File: config.mk
export PLATFORM = sky130hd
export DESIGN_NAME = data_mem_responder
export DESIGN_NICKNAME = d
export VERILOG_FILES = /design/src/rtl/data_mem_responder_pkg.sv /design/src/rtl/data_mem_responder_byte_merge.sv /design/src/rtl/data_mem_responder.sv
export SDC_FILE = /design/constraint.sdc
export NUM_CORES = 2
export LEC_CHECK = 0
export CAP_MARGIN = 5
export CORE_ASPECT_RATIO = 1.25
export CORE_MARGIN = 2
export CORE_UTILIZATION = 60
export DETAILED_ROUTE_END_ITERATION = 16
export MAX_ROUTING_LAYER = met4
export PLACE_DENSITY = 0.77
export SYNTH_ARGS = -nofsm -noshare
export SYNTH_HDL_FRONTEND = slang
export SYNTH_SLANG_ARGS = --single-unit
File: constraint.sdc
create_clock -name dm_clk -period 46.8 [get_ports dm_clk]
set_input_delay 9.36 -clock dm_clk [delete_from_list [all_inputs] [get_ports dm_clk]]
set_output_delay 9.36 -clock dm_clk [all_outputs]
set_load 0.01 [all_outputs]
File: src/rtl/data_mem_responder_pkg.sv
// data_mem_responder_pkg
//   Shared definitions for the data-memory responder and its lane-merge helper:
//   FSM state encoding, wait-counter width and the byte-lane count helper.
package data_mem_responder_pkg;

  // Responder FSM: idle/accepting, counting wait states, one-cycle response
  typedef enum logic [1:0] {
    DM_IDLE = 2'd0,
    DM_WAIT = 2'd1,
    DM_RESP = 2'd2
  } dmState_t;

  // Wait counter is wide enough for the largest supported latency (15)
  localparam int DM_CNT_W = 4;

  localparam int DM_DEFAULT_DWIDTH = 32;

  // Number of byte lanes in a data word (DWIDTH/8)
  function automatic int dmLanes(input int dwidth);
    return dwidth / 8;
  endfunction

endpackage

File: src/rtl/data_mem_responder_byte_merge.sv
// dm_byte_merge
//   Combinational byte-lane merge: every lane whose enable bit is set takes
//   the new data, all other lanes keep the old word. Also used by the
//   store-side logic of the memory stage.
// Ports:
//   i_oldWord     current memory word
//   i_newData     lane-aligned store data
//   i_byteEnable  one bit per byte lane, bit i covers bits [8i+7:8i]
//   o_mergedWord  resulting word
module dm_byte_merge
  import data_mem_responder_pkg::*;
#(
  parameter int DWIDTH = DM_DEFAULT_DWIDTH
) (
  input  logic [DWIDTH-1:0]   i_oldWord,
  input  logic [DWIDTH-1:0]   i_newData,
  input  logic [DWIDTH/8-1:0] i_byteEnable,
  output logic [DWIDTH-1:0]   o_mergedWord
);

  localparam int LANES = dmLanes(DWIDTH);

  // Start from the old word and overwrite only the enabled lanes
  always_comb begin
    o_mergedWord = i_oldWord;
    for (int i = 0; i < LANES; i++) begin
      if (i_byteEnable[i]) begin
        o_mergedWord[8*i +: 8] = i_newData[8*i +: 8];
      end
    end
  end

endmodule

File: src/rtl/data_mem_responder.sv
// data_mem_responder
//   Word-addressed data-memory responder for the memory-stage load/store bus.
//   A request is accepted in IDLE when cyc && stb, spends LATENCY cycles in
//   WAIT (stall high), then the access is committed on the edge entering RESP,
//   where ack pulses for one cycle. Dropping cyc before RESP aborts the access.
// Optional build macro:
//   DM_ERR_EN  adds dm_o_err; out-of-range or we&&rd requests then pulse err
//              instead of ack and perform no access.
// Ports:
//   dm_clk, dm_rst            clock, asynchronous active-high reset
//   dm_i_cyc, dm_i_stb        bus cycle valid, request strobe
//   dm_i_we, dm_i_rd          write / read request
//   dm_i_byte_enable          write byte lanes
//   dm_i_load_addr            read word address
//   dm_i_store_addr           write word address
//   dm_i_data_store           lane-aligned write data
//   dm_o_read_data            read data, held until the next committed read
//   dm_o_ack                  one-cycle completion pulse
//   dm_o_err                  one-cycle error pulse (DM_ERR_EN only)
//   dm_o_stall                request cannot be accepted this cycle
module data_mem_responder
  import data_mem_responder_pkg::*;
#(
  parameter int DWIDTH  = DM_DEFAULT_DWIDTH,
  parameter int AWIDTH  = 5,
  parameter int DEPTH   = 32,
  parameter int LATENCY = 1
) (
  input  logic                dm_clk,
  input  logic                dm_rst,
  input  logic                dm_i_cyc,
  input  logic                dm_i_stb,
  input  logic                dm_i_we,
  input  logic                dm_i_rd,
  input  logic [DWIDTH/8-1:0] dm_i_byte_enable,
  input  logic [AWIDTH-1:0]   dm_i_load_addr,
  input  logic [AWIDTH-1:0]   dm_i_store_addr,
  input  logic [DWIDTH-1:0]   dm_i_data_store,
  output logic [DWIDTH-1:0]   dm_o_read_data,
  output logic                dm_o_ack,
`ifdef DM_ERR_EN
  output logic                dm_o_err,
`endif
  output logic                dm_o_stall
);

  localparam int LANES = dmLanes(DWIDTH);
  localparam int IDXW  = (DEPTH > 1) ? $clog2(DEPTH) : 1;
  localparam logic [AWIDTH:0]   DEPTH_LIM = (AWIDTH+1)'(DEPTH);
  localparam logic [DM_CNT_W-1:0] WAIT_INIT = DM_CNT_W'((LATENCY > 0) ? LATENCY - 1 : 0);

  dmState_t r_state;
  dmState_t w_nextState;
  logic [DM_CNT_W-1:0] r_waitCnt;
  logic [DM_CNT_W-1:0] w_nextWaitCnt;
  logic w_accept;
  logic w_commit;

  // Request captured at acceptance
  logic              r_we;
  logic              r_rd;
  logic [LANES-1:0]  r_be;
  logic [AWIDTH-1:0] r_loadAddr;
  logic [AWIDTH-1:0] r_storeAddr;
  logic [DWIDTH-1:0] r_storeData;

  logic [DWIDTH-1:0] r_mem [DEPTH];
  logic [DWIDTH-1:0] r_readData;
  logic              r_respErr;

  // Effective request fields
  logic              w_we;
  logic              w_rd;
  logic [LANES-1:0]  w_be;
  logic [AWIDTH-1:0] w_loadAddr;
  logic [AWIDTH-1:0] w_storeAddr;
  logic [DWIDTH-1:0] w_storeData;
  logic              w_loadInRange;
  logic              w_storeInRange;
  logic [IDXW-1:0]   w_loadIdx;
  logic [IDXW-1:0]   w_storeIdx;
  logic [DWIDTH-1:0] w_memRead;
  logic [DWIDTH-1:0] w_mergedWord;
  logic              w_isErr;
  logic              w_doWrite;
  logic              w_doRead;

  // With LATENCY=0 the commit happens on the accept edge itself, before the
  // request registers are loaded, so in IDLE the live bus fields are used.
  assign w_we        = (r_state == DM_IDLE) ? dm_i_we          : r_we;
  assign w_rd        = (r_state == DM_IDLE) ? dm_i_rd          : r_rd;
  assign w_be        = (r_state == DM_IDLE) ? dm_i_byte_enable : r_be;
  assign w_loadAddr  = (r_state == DM_IDLE) ? dm_i_load_addr   : r_loadAddr;
  assign w_storeAddr = (r_state == DM_IDLE) ? dm_i_store_addr  : r_storeAddr;
  assign w_storeData = (r_state == DM_IDLE) ? dm_i_data_store  : r_storeData;

  assign w_loadInRange  = ({1'b0, w_loadAddr}  < DEPTH_LIM);
  assign w_storeInRange = ({1'b0, w_storeAddr} < DEPTH_LIM);
  assign w_loadIdx      = w_loadAddr[IDXW-1:0];
  assign w_storeIdx     = w_storeAddr[IDXW-1:0];
  assign w_memRead      = w_loadInRange ? r_mem[w_loadIdx] : '0;

`ifdef DM_ERR_EN
  assign w_isErr = (w_we && w_rd) || (w_we && !w_storeInRange) ||
                   (!w_we && w_rd && !w_loadInRange);
`else
  assign w_isErr = 1'b0;
`endif

  // we has priority over rd; out-of-range writes are silently dropped
  assign w_doWrite = w_commit && w_we && w_storeInRange && !w_isErr;
  assign w_doRead  = w_commit && w_rd && !w_we && !w_isErr;

  dm_byte_merge #(
    .DWIDTH(DWIDTH)
  ) u_byteMerge (
    .i_oldWord   (r_mem[w_storeIdx]),
    .i_newData   (w_storeData),
    .i_byteEnable(w_be),
    .o_mergedWord(w_mergedWord)
  );

  // Next-state logic; w_commit marks an edge that enters RESP with cyc held
  always_comb begin
    w_nextState   = r_state;
    w_nextWaitCnt = r_waitCnt;
    w_accept      = 1'b0;
    w_commit      = 1'b0;
    case (r_state)
      DM_IDLE: begin
        if (dm_i_cyc && dm_i_stb) begin
          w_accept = 1'b1;
          if (LATENCY == 0) begin
            w_nextState = DM_RESP;
            w_commit    = 1'b1;
          end else begin
            w_nextState   = DM_WAIT;
            w_nextWaitCnt = WAIT_INIT;
          end
        end
      end
      DM_WAIT: begin
        if (!dm_i_cyc) begin
          w_nextState = DM_IDLE;
        end else if (r_waitCnt == '0) begin
          w_nextState = DM_RESP;
          w_commit    = 1'b1;
        end else begin
          w_nextWaitCnt = r_waitCnt - 1'b1;
        end
      end
      DM_RESP: begin
        w_nextState = DM_IDLE;
      end
      default: begin
        w_nextState = DM_IDLE;
      end
    endcase
  end

  // State, wait counter and response kind
  always_ff @(posedge dm_clk or posedge dm_rst) begin
    if (dm_rst) begin
      r_state   <= DM_IDLE;
      r_waitCnt <= '0;
      r_respErr <= 1'b0;
    end else begin
      r_state   <= w_nextState;
      r_waitCnt <= w_nextWaitCnt;
      if (w_commit) begin
        r_respErr <= w_isErr;
      end
    end
  end

  // Capture the request at acceptance so the bus may move on during WAIT
  always_ff @(posedge dm_clk or posedge dm_rst) begin
    if (dm_rst) begin
      r_we        <= 1'b0;
      r_rd        <= 1'b0;
      r_be        <= '0;
      r_loadAddr  <= '0;
      r_storeAddr <= '0;
      r_storeData <= '0;
    end else if (w_accept) begin
      r_we        <= dm_i_we;
      r_rd        <= dm_i_rd;
      r_be        <= dm_i_byte_enable;
      r_loadAddr  <= dm_i_load_addr;
      r_storeAddr <= dm_i_store_addr;
      r_storeData <= dm_i_data_store;
    end
  end

  // Memory array and read-data register, both cleared by reset
  always_ff @(posedge dm_clk or posedge dm_rst) begin
    if (dm_rst) begin
      for (int i = 0; i < DEPTH; i++) begin
        r_mem[i] <= '0;
      end
      r_readData <= '0;
    end else begin
      if (w_doWrite) begin
        r_mem[w_storeIdx] <= w_mergedWord;
      end
      if (w_doRead) begin
        r_readData <= w_memRead;
      end
    end
  end

  assign dm_o_read_data = r_readData;
  assign dm_o_stall     = (r_state != DM_IDLE);
  assign dm_o_ack       = (r_state == DM_RESP) && !r_respErr;
`ifdef DM_ERR_EN
  assign dm_o_err       = (r_state == DM_RESP) && r_respErr;
`endif

endmodule

==> metrics.yaml <==
clock.fmax_mhz: 73.74
grt_pass1_wl_mm: 290.4
port_buffers: 85
post-dp-hpwl_mm: 100.9
cts.path.max_buffers: 3
die-height_um: 342.1
cts_made_buffers: 106
internal-power_mw: 1.830
critPathBufInv: 5
cp-startpoint: "dm_i_store_addr[1]"
cts_tree: "built"
area_growth_pct: 9.563
rr_startpoint: "r_state[0]$_DFFE_PP0P_"
cts_sinks: 1110
outcome: "complete, no violations"
antenna_found_initial: 4
p_leak_nw: 24.91
grt_pass1_vias: 46093
vias: 47627
synth_edf_count: 0
cp_slowest_cell: "buf_4"
dp_slack_ns: 32.67
pwr-share-clk: 0.315
skew_ns: 0.02420
io_pins: 86
final_nets: 5362
slowest_delay_ns: 0.90
cts_resized: 0
dr.pass1.iters: 8
min_path_type: "reg -> reg"
tightest_slew_ns: 1.276
yosys_warnings: 0
switching_share: 0.3671
hp-start: "dm_o_read_data[22]$_DFFE_PP0P_"
crit_chain: "clkdlybuf4s50_1 > or4b_1 > o21ai_4 > buf_12 > buf_4 > buf_4 > a22o_1 > a221oi_1 > o21ai_0 > o41ai_4 > buf_4 > o21ai_0"
ant_nets: 0
critPathCaptureType: "flip-flop"
gp_congestion: 0.8977
worstSkewPairLatency_ns: 0.70
pwr-share-comb: 0.293
clk_pin_slew_ns: 0.06
async_reset_ff_frac: 1.000
netlist_instances: 5564
critical_path_peak_fanout: 144
power_frac_seq: 0.392
ys_dominant_reg_cell: "dfrtp_1"
dr.first_iter.drc_count: 7521
maxSlewViolCount: 0
cpMostUsedCell: "buf_4"
seq_area_frac_synth: 0.5063
criticalPathCategory: "in -> reg"
ir_drop_v: 0.00005861
cp-start-kind: "input pin"
p_per_area_nw_per_um2: 48.10
die-width_um: 274.5
drc_errors: 0
cp.arrival_ns: 14.17
htreeDepth: 3
via_per_inst: 7.219
clockRootBuffer: "clkbuf_16"
wl_per_cell_um: 29.41
grt.total_usage: 0.4293
fp.coreArea_sq_um: 91070
start_util: 0.6024
yosys.cell_types.count: 54
setup_viol: 0
cts_setup_buffers: 0
worstPathRequired_ns: 47.41
drive_gt1_frac: 0.1153
ys_seq_elements: 1110
synth_nets: 5618
dieArea_sq_um: 93880
fin_crit_ns: 13.56
worst_hold_slack_ns: 0.4957
grt_max_degree: 173
hold_buffers: 0
setup_ws_ns: 33.24
overflow: 0
row_count: 124
syn-cell-area_sq_um: 54860
syn_area_per_cell_sq_um: 9.860
routed_wl_mm: 194.0
tns_ns: 0
relSlewSlack: 0.1249
p_switching_mw: 1.061
hold_viol_final: 0
maxCapViolations: 0
post-route-period-util: 0.2898
rsz0062_at_grt: "no"
cpLargestDelayFamily: "buffers and inverters"
-- final timing paths --
check	endpoint	depth (start not counted)	slack, ns
max	r_mem[822]$_DFFE_PP0P_	12	33.24
min	dm_o_read_data[22]$_DFFE_PP0P_	1	0.50
max reg2reg	dm_o_read_data[18]$_DFFE_PP0P_	13	40.97
min reg2reg	dm_o_read_data[22]$_DFFE_PP0P_	1	0.50
max in group asynchronous	r_mem[926]$_DFFE_PP0P_	6	33.51
min in group asynchronous	r_mem[342]$_DFFE_PP0P_	2	9.14
-- placed cells by master, fill, tap and decap left out, types with 9 or more instances in the layout --
cell             Yosys  layout
a22oi_1            273     273
a221oi_1           157     157
or4_1                9       9
o21ai_0            959     959
mux4_2             192     192
a211oi_1            21      21
a221o_1             10      10
nand2_4              0      22
a2111o_1            20      20
or3_1               32      32
nand3_1            103      99
clkbuf_16            0     108
a22o_1             146     146
a32o_1              10      10
clkdlybuf4s50_1      0      85
o41ai_4              0      32
buf_4               22     101
o21ai_1            117     117
mux2_2              52      49
o22ai_1             60      60
clkbuf_1           301      23
bufinv_16            0      10
clkbuf_8             0      31
nand2_2              7      15
nor3_1              25      23
dfrtp_1           1110    1110
mux2i_1             84      79
nand2_1           1325    1295
a21oi_1            174     174
clkinv_2             0      17
nor2_1              39      35
-- per-stage QoR --
| stage | utilization | instances | total power [mW] | cell area [sq um] |
|---|---|---|---|---|
| global route | 0.6599 | 6593 | 2.970 | 60100 |
| floorplan | - | 5564 | 1.645 | 54860 |
| finish | 0.6600 | 6597 | 2.891 | 60110 |
| detailed placement | 0.6198 | 6397 | 1.961 | 56450 |
| global placement | 0.6198 | 6397 | 1.947 | 56450 |
| CTS | 0.6598 | 6590 | 2.855 | 60090 |
-- logic make-up after synthesis --
group	after synthesis	share of synthesized area
AOI/OAI and AO/OA	1993	0.2289
DFF	1110	0.5063
and+or+nand+nor	1566	0.1144
buffers and inverters	563	0.04475
adders and majority gates	2	0.0004561
xor gates and xnor gates	2	0.0003194
muxes	328	0.1048
-- synth_stat cells, drive strengths merged, types with 32 or more instances --
cell type	count	area (sq um)
mux2	52	585.6
a22o	146	1279
nand3	104	533.0
a22oi	273	2049
mux4	192	4324
o41ai	32	520.5
or3	32	200.2
clkbuf	378	1515
a21oi	174	870.8
a221oi	157	1375
nor2	40	157.6
dfrtp	1110	27780
o22ai	60	375.4
o21ai	1080	5420
buf	180	920.9
mux2i	84	840.8
nand2	1332	5017
-- layout make-up --
cell class              count  area, sq um
inverters                   5        26.28
repair buffers            194         1769
well taps                1197         1498
clock inverters            31        425.4
flip-flops and latches   1110        27780
diodes                      7        17.52
multi-input cells        3891        25380
fillers                  7010        30970
clock buffers             162         3216
-- registers in the layout (all words and copies together) (netlist names) --
signal and count:
r_we 1, r_storeData 32, r_storeAddr 5, r_be 4, r_rd 1, dm_o_read_data 32
r_state 2, r_mem 1024, r_loadAddr 5, r_waitCnt 4
-- layer usage --
metal | vias up | GRT usage | wire [um]
li1 | 19749 | - | -
met1 | 23207 | 0.5286 | 66860
met2 | 3655 | 0.6242 | 85450
met3 | 1016 | 0.1133 | 25860
met4 | 0 | 0.2886 | 15860
met5 | - | - | 0
-- power by group through the flow --
stage          clock network [mW]  logic, mW  registers (mW)
2_1_floorplan                   0      0.523            1.12
3_3_place_gp                    0      0.806            1.14
3_5_place_dp                    0      0.816            1.14
4_1_cts                     0.908      0.819            1.13
5_1_grt                     0.947      0.882            1.14
6_report                    0.911      0.848            1.13
(Power assumes the default switching activity.)
